File: src/rtl/fm_readback_controller.sv
// FM RAM readback: streams a contiguous FM region out as valid/ready words via a credit-controlled FIFO.
// Optional running output checksum enabled by defining FM_READBACK_CHECKSUM_EN.
module fm_readback_controller #(
   parameter int ADDR_WIDTH = 19,
   parameter int DATA_WIDTH = 16,
   parameter int LEN_WIDTH  = 18,
   parameter int RD_LATENCY = 2,
   parameter int FIFO_DEPTH = 4
) (
   input  logic                  clk,
   input  logic                  rst,
   input  logic                  cmd_start,
   input  logic [ADDR_WIDTH-1:0] cmd_addr,
   input  logic [LEN_WIDTH-1:0]  cmd_len,
   output logic                  busy,
   output logic                  done,
   output logic                  FMReadEn,
   output logic [ADDR_WIDTH-1:0] FMReadAddr,
   input  logic [DATA_WIDTH-1:0] FMReadData,
   output logic                  out_valid,
   output logic [DATA_WIDTH-1:0] out_data,
   output logic                  out_last,
   input  logic                  out_ready
`ifdef FM_READBACK_CHECKSUM_EN
   ,
   output logic [15:0]           checksum
`endif
);

   localparam int PTR_W = $clog2(FIFO_DEPTH);
   localparam int CNT_W = $clog2(FIFO_DEPTH + RD_LATENCY + 2) + 1;

   typedef enum logic [1:0] {IDLE, READ, DRAIN, DONE} state_t;

   state_t                state;
   logic [ADDR_WIDTH-1:0] addr_reg;
   logic [LEN_WIDTH-1:0]  len_reg;
   logic [LEN_WIDTH-1:0]  issued_count;
   logic [LEN_WIDTH-1:0]  popped_count;
   logic [RD_LATENCY-1:0] vld_sr;

   logic [DATA_WIDTH-1:0] mem [FIFO_DEPTH];
   logic [PTR_W-1:0]      wr_ptr;
   logic [PTR_W-1:0]      rd_ptr;
   logic [PTR_W:0]        fifo_count;

   logic                  push;
   logic                  pop;
   logic                  issue;
   logic                  last_issue;
   logic                  final_pop;
   logic [PTR_W-1:0]      rd_ptr_next;
   logic [PTR_W:0]        count_after_pop;
   logic [PTR_W:0]        count_next;
   logic [CNT_W-1:0]      inflight;
   logic [CNT_W-1:0]      credit_used;
   logic [LEN_WIDTH-1:0]  popped_next;
   logic [DATA_WIDTH-1:0] head_next;

   // Credit counts the pop on this edge so a full pipeline sustains one word per cycle.
   always_comb begin
      push            = vld_sr[RD_LATENCY-1];
      pop             = out_valid && out_ready;
      count_after_pop = fifo_count - (PTR_W+1)'(pop);
      count_next      = count_after_pop + (PTR_W+1)'(push);
      rd_ptr_next     = rd_ptr + PTR_W'(pop);
      inflight        = CNT_W'(FMReadEn);
      for (int i = 0; i < RD_LATENCY; i++) begin
         inflight = inflight + CNT_W'(vld_sr[i]);
      end
      credit_used     = inflight + CNT_W'(fifo_count);
      issue           = (state == READ) && (issued_count != len_reg) &&
                        (credit_used < CNT_W'(FIFO_DEPTH) + CNT_W'(pop));
      last_issue      = issue && (issued_count == len_reg - LEN_WIDTH'(1));
      final_pop       = pop && (popped_count == len_reg - LEN_WIDTH'(1));
      popped_next     = popped_count + LEN_WIDTH'(pop);
      head_next       = (count_after_pop == '0) ? FMReadData : mem[rd_ptr_next];
   end

   always_ff @(posedge clk) begin
      if (push) begin
         mem[wr_ptr] <= FMReadData;
      end
   end

   always_ff @(posedge clk or posedge rst) begin
      if (rst) begin
         vld_sr <= '0;
      end else begin
         vld_sr[0] <= FMReadEn;
         for (int i = 1; i < RD_LATENCY; i++) begin
            vld_sr[i] <= vld_sr[i-1];
         end
      end
   end

   // out_data/out_valid form the registered head stage of the FIFO.
   always_ff @(posedge clk or posedge rst) begin
      if (rst) begin
         wr_ptr     <= '0;
         rd_ptr     <= '0;
         fifo_count <= '0;
         out_valid  <= 1'b0;
         out_data   <= '0;
         out_last   <= 1'b0;
      end else begin
         wr_ptr     <= wr_ptr + PTR_W'(push);
         rd_ptr     <= rd_ptr_next;
         fifo_count <= count_next;
         out_valid  <= (count_next != '0);
         out_last   <= (count_next != '0) && (popped_next == len_reg - LEN_WIDTH'(1));
         if (count_next != '0) begin
            out_data <= head_next;
         end
      end
   end

   always_ff @(posedge clk or posedge rst) begin
      if (rst) begin
         state        <= IDLE;
         busy         <= 1'b0;
         done         <= 1'b0;
         FMReadEn     <= 1'b0;
         FMReadAddr   <= '0;
         addr_reg     <= '0;
         len_reg      <= '0;
         issued_count <= '0;
         popped_count <= '0;
      end else begin
         FMReadEn <= issue;
         if (issue) begin
            FMReadAddr   <= addr_reg;
            addr_reg     <= addr_reg + ADDR_WIDTH'(1);
            issued_count <= issued_count + LEN_WIDTH'(1);
         end
         if (pop) begin
            popped_count <= popped_next;
         end
         case (state)
            IDLE: begin
               if (cmd_start) begin
                  addr_reg     <= cmd_addr;
                  len_reg      <= cmd_len;
                  issued_count <= '0;
                  popped_count <= '0;
                  busy         <= 1'b1;
                  state        <= (cmd_len == '0) ? DONE : READ;
               end
            end
            READ: begin
               if (last_issue) begin
                  state <= DRAIN;
               end
            end
            DRAIN: begin
               if (final_pop) begin
                  busy  <= 1'b0;
                  done  <= 1'b1;
                  state <= DONE;
               end
            end
            DONE: begin
               // A zero-length command arrives here with done still low.
               if (done) begin
                  done  <= 1'b0;
                  state <= IDLE;
               end else begin
                  done <= 1'b1;
                  busy <= 1'b0;
               end
            end
         endcase
      end
   end

`ifdef FM_READBACK_CHECKSUM_EN
   always_ff @(posedge clk or posedge rst) begin
      if (rst) begin
         checksum <= '0;
      end else if (state == IDLE && cmd_start) begin
         checksum <= '0;
      end else if (pop) begin
         checksum <= checksum + 16'(out_data);
      end
   end
`endif

   a_no_overflow: assert property (@(posedge clk) disable iff (rst)
      !(push && !pop && fifo_count == (PTR_W+1)'(FIFO_DEPTH)));

endmodule

File: config.mk
export PLATFORM = sky130hd
export DESIGN_NAME = fm_readback_controller
export DESIGN_NICKNAME = d
export VERILOG_FILES = /design/src/rtl/fm_readback_controller.sv
export SDC_FILE = /design/constraint.sdc
export NUM_CORES = 1
export LEC_CHECK = 0
export ABC_AREA = 0
export BUFFER_PORTS_ARGS = -buffer_cell sky130_fd_sc_hd__clkbuf_2
export CAP_MARGIN = 20
export CORE_MARGIN = 2
export CORE_UTILIZATION = 40
export DETAILED_ROUTE_END_ITERATION = 10
export GPL_TIMING_DRIVEN = 1
export PLACE_DENSITY_LB_ADDON = 0.12
export REMOVE_ABC_BUFFERS = 1
export SETUP_SLACK_MARGIN = 0.02
export SYNTH_ARGS = -nofsm -noshare
export SYNTH_HDL_FRONTEND = slang
export SYNTH_SLANG_ARGS = --single-unit
File: constraint.sdc
create_clock -name clk -period 4.5 [get_ports clk]
set_input_delay 0.45 -clock clk [delete_from_list [all_inputs] [get_ports clk]]
set_output_delay 0.45 -clock clk [all_outputs]
set_load 0.02 [all_outputs]
==> metrics.txt <==
fraction of layout instances using a drive strength above 1 about 17%; Detail Route Antenna Nets 0; RSZ-0062 raised after global routing false; sequential cell area in the final layout 5025 um^2; endpoint arrival time on the critical path about 4.2 ns; launch point of the critical path FMReadEn$_DFF_PP0_; Final Hold Vio Count 0; htree depth 4; number of buffer cells added on primary ports 96; Worst-Margin Slew 0.9548 ns; net switching share of the total power a little over two fifths; required arrival time at the worst endpoint ~4.9 ns; Netlist Area Pre-Place between 9000 and 10000 um^2; CTS Hold Buffers Added 0; number of iterations in the first detailed-routing pass 4; total number of yosys warnings 0; least setup slack across all paths after layout 0.7215 ns; register clock-pin slew on the reported worst setup and hold paths 0.09 ns; remaining routing DRC violations 0; dpl hpwl 15240 um; result of the run complete, no violations; DR vias/cell ~5.1; All-Layer GR Usage 18.82%; number of distinct library cells after synthesis 55; timing endpoint of the critical path issued_count[14]$_DFF_PP0_; area of the core region between 20000 and 25000 um^2; reported leakage power 4.687 nW; worst setup timing slack at the placement stage roughly 0.65 ns; buffer cell driving the clock tree root sky130_fd_sc_hd__clkbuf_16; number of slew-limit violations in the final report 0; antenna diode count 0; DRT iter0 DRCs 360; TritonCTS clock tree done; Internal Power ~0.0044 W; maximum single-stage delay on the critical path approximately 0.54 ns; gate count of the mapped netlist 896; part of the Yosys area used for sequential elements between 50 and 60%; largest voltage drop on the vdd net around 0.36 mV; number of synthesized register bits 188; setup_tns 0 ns; vias 6678; die area between 20000 and 30000 um^2; startpoint type of the worst setup path register; slowest CP cell sky130_fd_sc_hd__fa_1; buffers and inverters on the worst path 1; die boundary width approximately 160 um; ordered list of cells on the worst path fa_1, ha_1, fa_1, nor4bb_1, o21ai_0, a21oi_1, o41ai_4, inv_1, nand4_1, or3_1, a21oi_1; critical path endpoint category register; Syn-to-layout area delta 15.75%; ys flop type sky130_fd_sc_hd__dfrtp_1; path category of the worst min-delay check in -> async; Avg WL per Cell ~17 um; number of primary I/O pins slightly below 100; tightest slew margin relative to the limit between 30% and 40%; flip-flop count of the largest register, all copies and words added between 60 and 70; pin count of the biggest net entering global routing 125; worst-case clock skew 0.01688 ns; switching power roughly 0.0032 W; Async SR Flop Fraction roughly 66%; stages on the worst setup path 11; Setup CP Type reg -> reg; end-of-flow core utilization roughly 47%; Resized cells post-CTS 0; part of the power in registers ~36%; overall overflow remaining after global route 0; startpoint of the worst register-to-register path FMReadEn$_DFF_PP0_; number of flops mapped to enable cells by yosys 64; fin nets around 1100; fraction of power consumed by the clock network around 22%; period utilisation layout between 80 and 90%; antenna violations before repair 1; worst-case reg-to-reg path depth 11; min Tclk post-route between 3 and 4 ns; dominant delay contributor by cell family on the critical path adder cells; Pwr per Cell Area about 700 nW/um^2; count of clock tree sinks approximately 190; Chip Height between 150 and 200 um; synthesized area per cell 10.64 um^2; final setup violation count 0; buffers inserted during post-CTS setup optimization 0; DRT Wirelength 22480 um; total instance count after detailed placement between 1000 and 1500; # Max-Cap Violations 0; area of the multi-input gates 4265 um^2; placer congestion estimate approximately 0.8; wire length of the first global-routing pass roughly 36000 um; Site Rows 56; worst hold slack across all endpoints 0.1231 ns; initial core utilization roughly 41%; clock buffers created by TritonCTS 17; reg-to-reg setup timing slack around 0.72 ns; Critical R2R Capture issued_count[14]$_DFF_PP0_; maximum buffer depth of the clock tree 2; via count of the first global-routing pass 6685; post-layout instance count excluding filler cells 1307; Clock Latency Late Sink between 0.4 and 0.5 ns; highest clock rate about 260 MHz; peak fanout along the critical path 14; fill cell instance count of the final layout 2246; Combinational Power Share between 40 and 50%
[power groups by stage]
stage	Sequential (W)	Clock, W	Combinational, W
3_5_place_dp	0.00279	0	0.00318
4_1_cts	0.00276	0.00173	0.00320
6_report	0.00276	0.00169	0.00314
2_1_floorplan	0.00284	0	0.00209
3_3_place_gp	0.00280	0	0.00314
5_1_grt	0.00283	0.00180	0.00355
[per-stage QoR]
| step | total power [W] | cell area, um^2 |
|---|---|---|
| global route | 0.008169 | 11040 |
| finish | 0.007588 | 11040 |
| CTS | 0.007691 | 11040 |
| floorplan | 0.004931 | 9325 |
| detailed placement | 0.005970 | 10370 |
| global placement | 0.005940 | 10370 |
[Yosys cell counts (4+ instances only)]
library cell	count	area, um^2
sky130_fd_sc_hd__inv_1	17	63.81
sky130_fd_sc_hd__nand4_1	15	93.84
sky130_fd_sc_hd__o21ai_0	47	235.2
sky130_fd_sc_hd__or3_1	7	43.79
sky130_fd_sc_hd__and3_1	24	150.1
sky130_fd_sc_hd__nand2b_1	4	25.02
sky130_fd_sc_hd__ha_1	18	225.2
sky130_fd_sc_hd__edfxtp_1	64	1922
sky130_fd_sc_hd__nor2b_1	5	31.28
sky130_fd_sc_hd__a31oi_1	5	31.28
sky130_fd_sc_hd__xnor2_1	58	508.0
sky130_fd_sc_hd__nand3_1	32	160.2
sky130_fd_sc_hd__nor4_1	16	100.1
sky130_fd_sc_hd__buf_2	6	30.03
sky130_fd_sc_hd__nor3_1	14	70.07
sky130_fd_sc_hd__mux4_2	16	360.4
sky130_fd_sc_hd__nand2_1	175	656.9
sky130_fd_sc_hd__dfrtp_1	124	3103
sky130_fd_sc_hd__nor2_1	49	183.9
sky130_fd_sc_hd__clkbuf_1	41	153.9
sky130_fd_sc_hd__a21oi_1	18	90.09
sky130_fd_sc_hd__mux2i_1	20	200.2
sky130_fd_sc_hd__xor2_1	67	586.8
sky130_fd_sc_hd__and2_1	4	25.02
[routing by layer]
| metal | wire (um) | vias up | GRT usage, % |
|---|---|---|---|
| li1 | - | 3262 | - |
| met1 | 10520 | 3287 | 25.82 |
| met2 | 10950 | 115 | 31.06 |
| met3 | 773 | 14 | 3.593 |
| met4 | 229 | 0 | 4.419 |
| met5 | 0 | - | 0 |
[cells by family (layout without fill, tap and decap cells)]
group	count (synthesis)	after routing	share of synthesized area, %
compound gates	91	91	5.538
mux	36	36	5.879
fa+ha+maj	20	20	2.782
flops	188	188	52.70
xor+xnor	126	126	11.72
buf+inv	67	159	2.874
simple gates	368	368	18.51
[worst min path at each step]
stage / startpoint / end / slack (ns) / depth (start not counted)
floorplan: vld_sr[0]$_DFF_PP0_ / vld_sr[1]$_DFF_PP0_ / 0.39 / 0
global placement: vld_sr[0]$_DFF_PP0_ / vld_sr[1]$_DFF_PP0_ / 0.39 / 0
detailed placement: vld_sr[0]$_DFF_PP0_ / vld_sr[1]$_DFF_PP0_ / 0.40 / 0
CTS: cmd_addr[11] / addr_reg[11]$_DFF_PP0_ / 0.19 / 3
global route: rst / out_data[11]$_DFFE_PP0P_ / 0.20 / 3
finish: rst / out_data[11]$_DFFE_PP0P_ / 0.12 / 3
[layout by cell type, fill, tap and decap left out, drive strengths merged, types with 3 or more instances in the layout]
master / count
nor3b: 3
nand4: 16
a21oi: 18
xor2: 67
nor4: 18
nor2: 49
nand2b: 4
mux4: 16
o21ai: 47
nor2b: 5
mux2i: 20
nand2: 175
ha: 18
inv: 28
nand3: 32
clkbuf: 113
a31oi: 5
a211oi: 3
or2: 3
dfrtp: 124
buf: 14
and3: 25
xnor2: 58
edfxtp: 64
clkinv: 4
and2: 4
nor3: 15
o22ai: 3
nor4b: 4
or3: 7
[worst reg2reg max path, delay by kind of cell, from the launching register on]
kind | cells | cell delay, ns
compound gates | 4 | 0.77
fa+ha+maj | 3 | 1.13
buf+inv | 1 | 0.35
flops | 1 | 0.41
simple gates | 3 | 1.04
[final cells by class]
type | count | area share (%)
tap | 319 | 3.616
sequential | 188 | 45.53
clock buffer | 17 | 3.854
timing repair buffer | 110 | 5.532
clock inverter | 15 | 2.222
multi-input combinational | 641 | 38.65
inverter | 17 | 0.6008
Note: power is estimated with default switching activity, not from simulation.
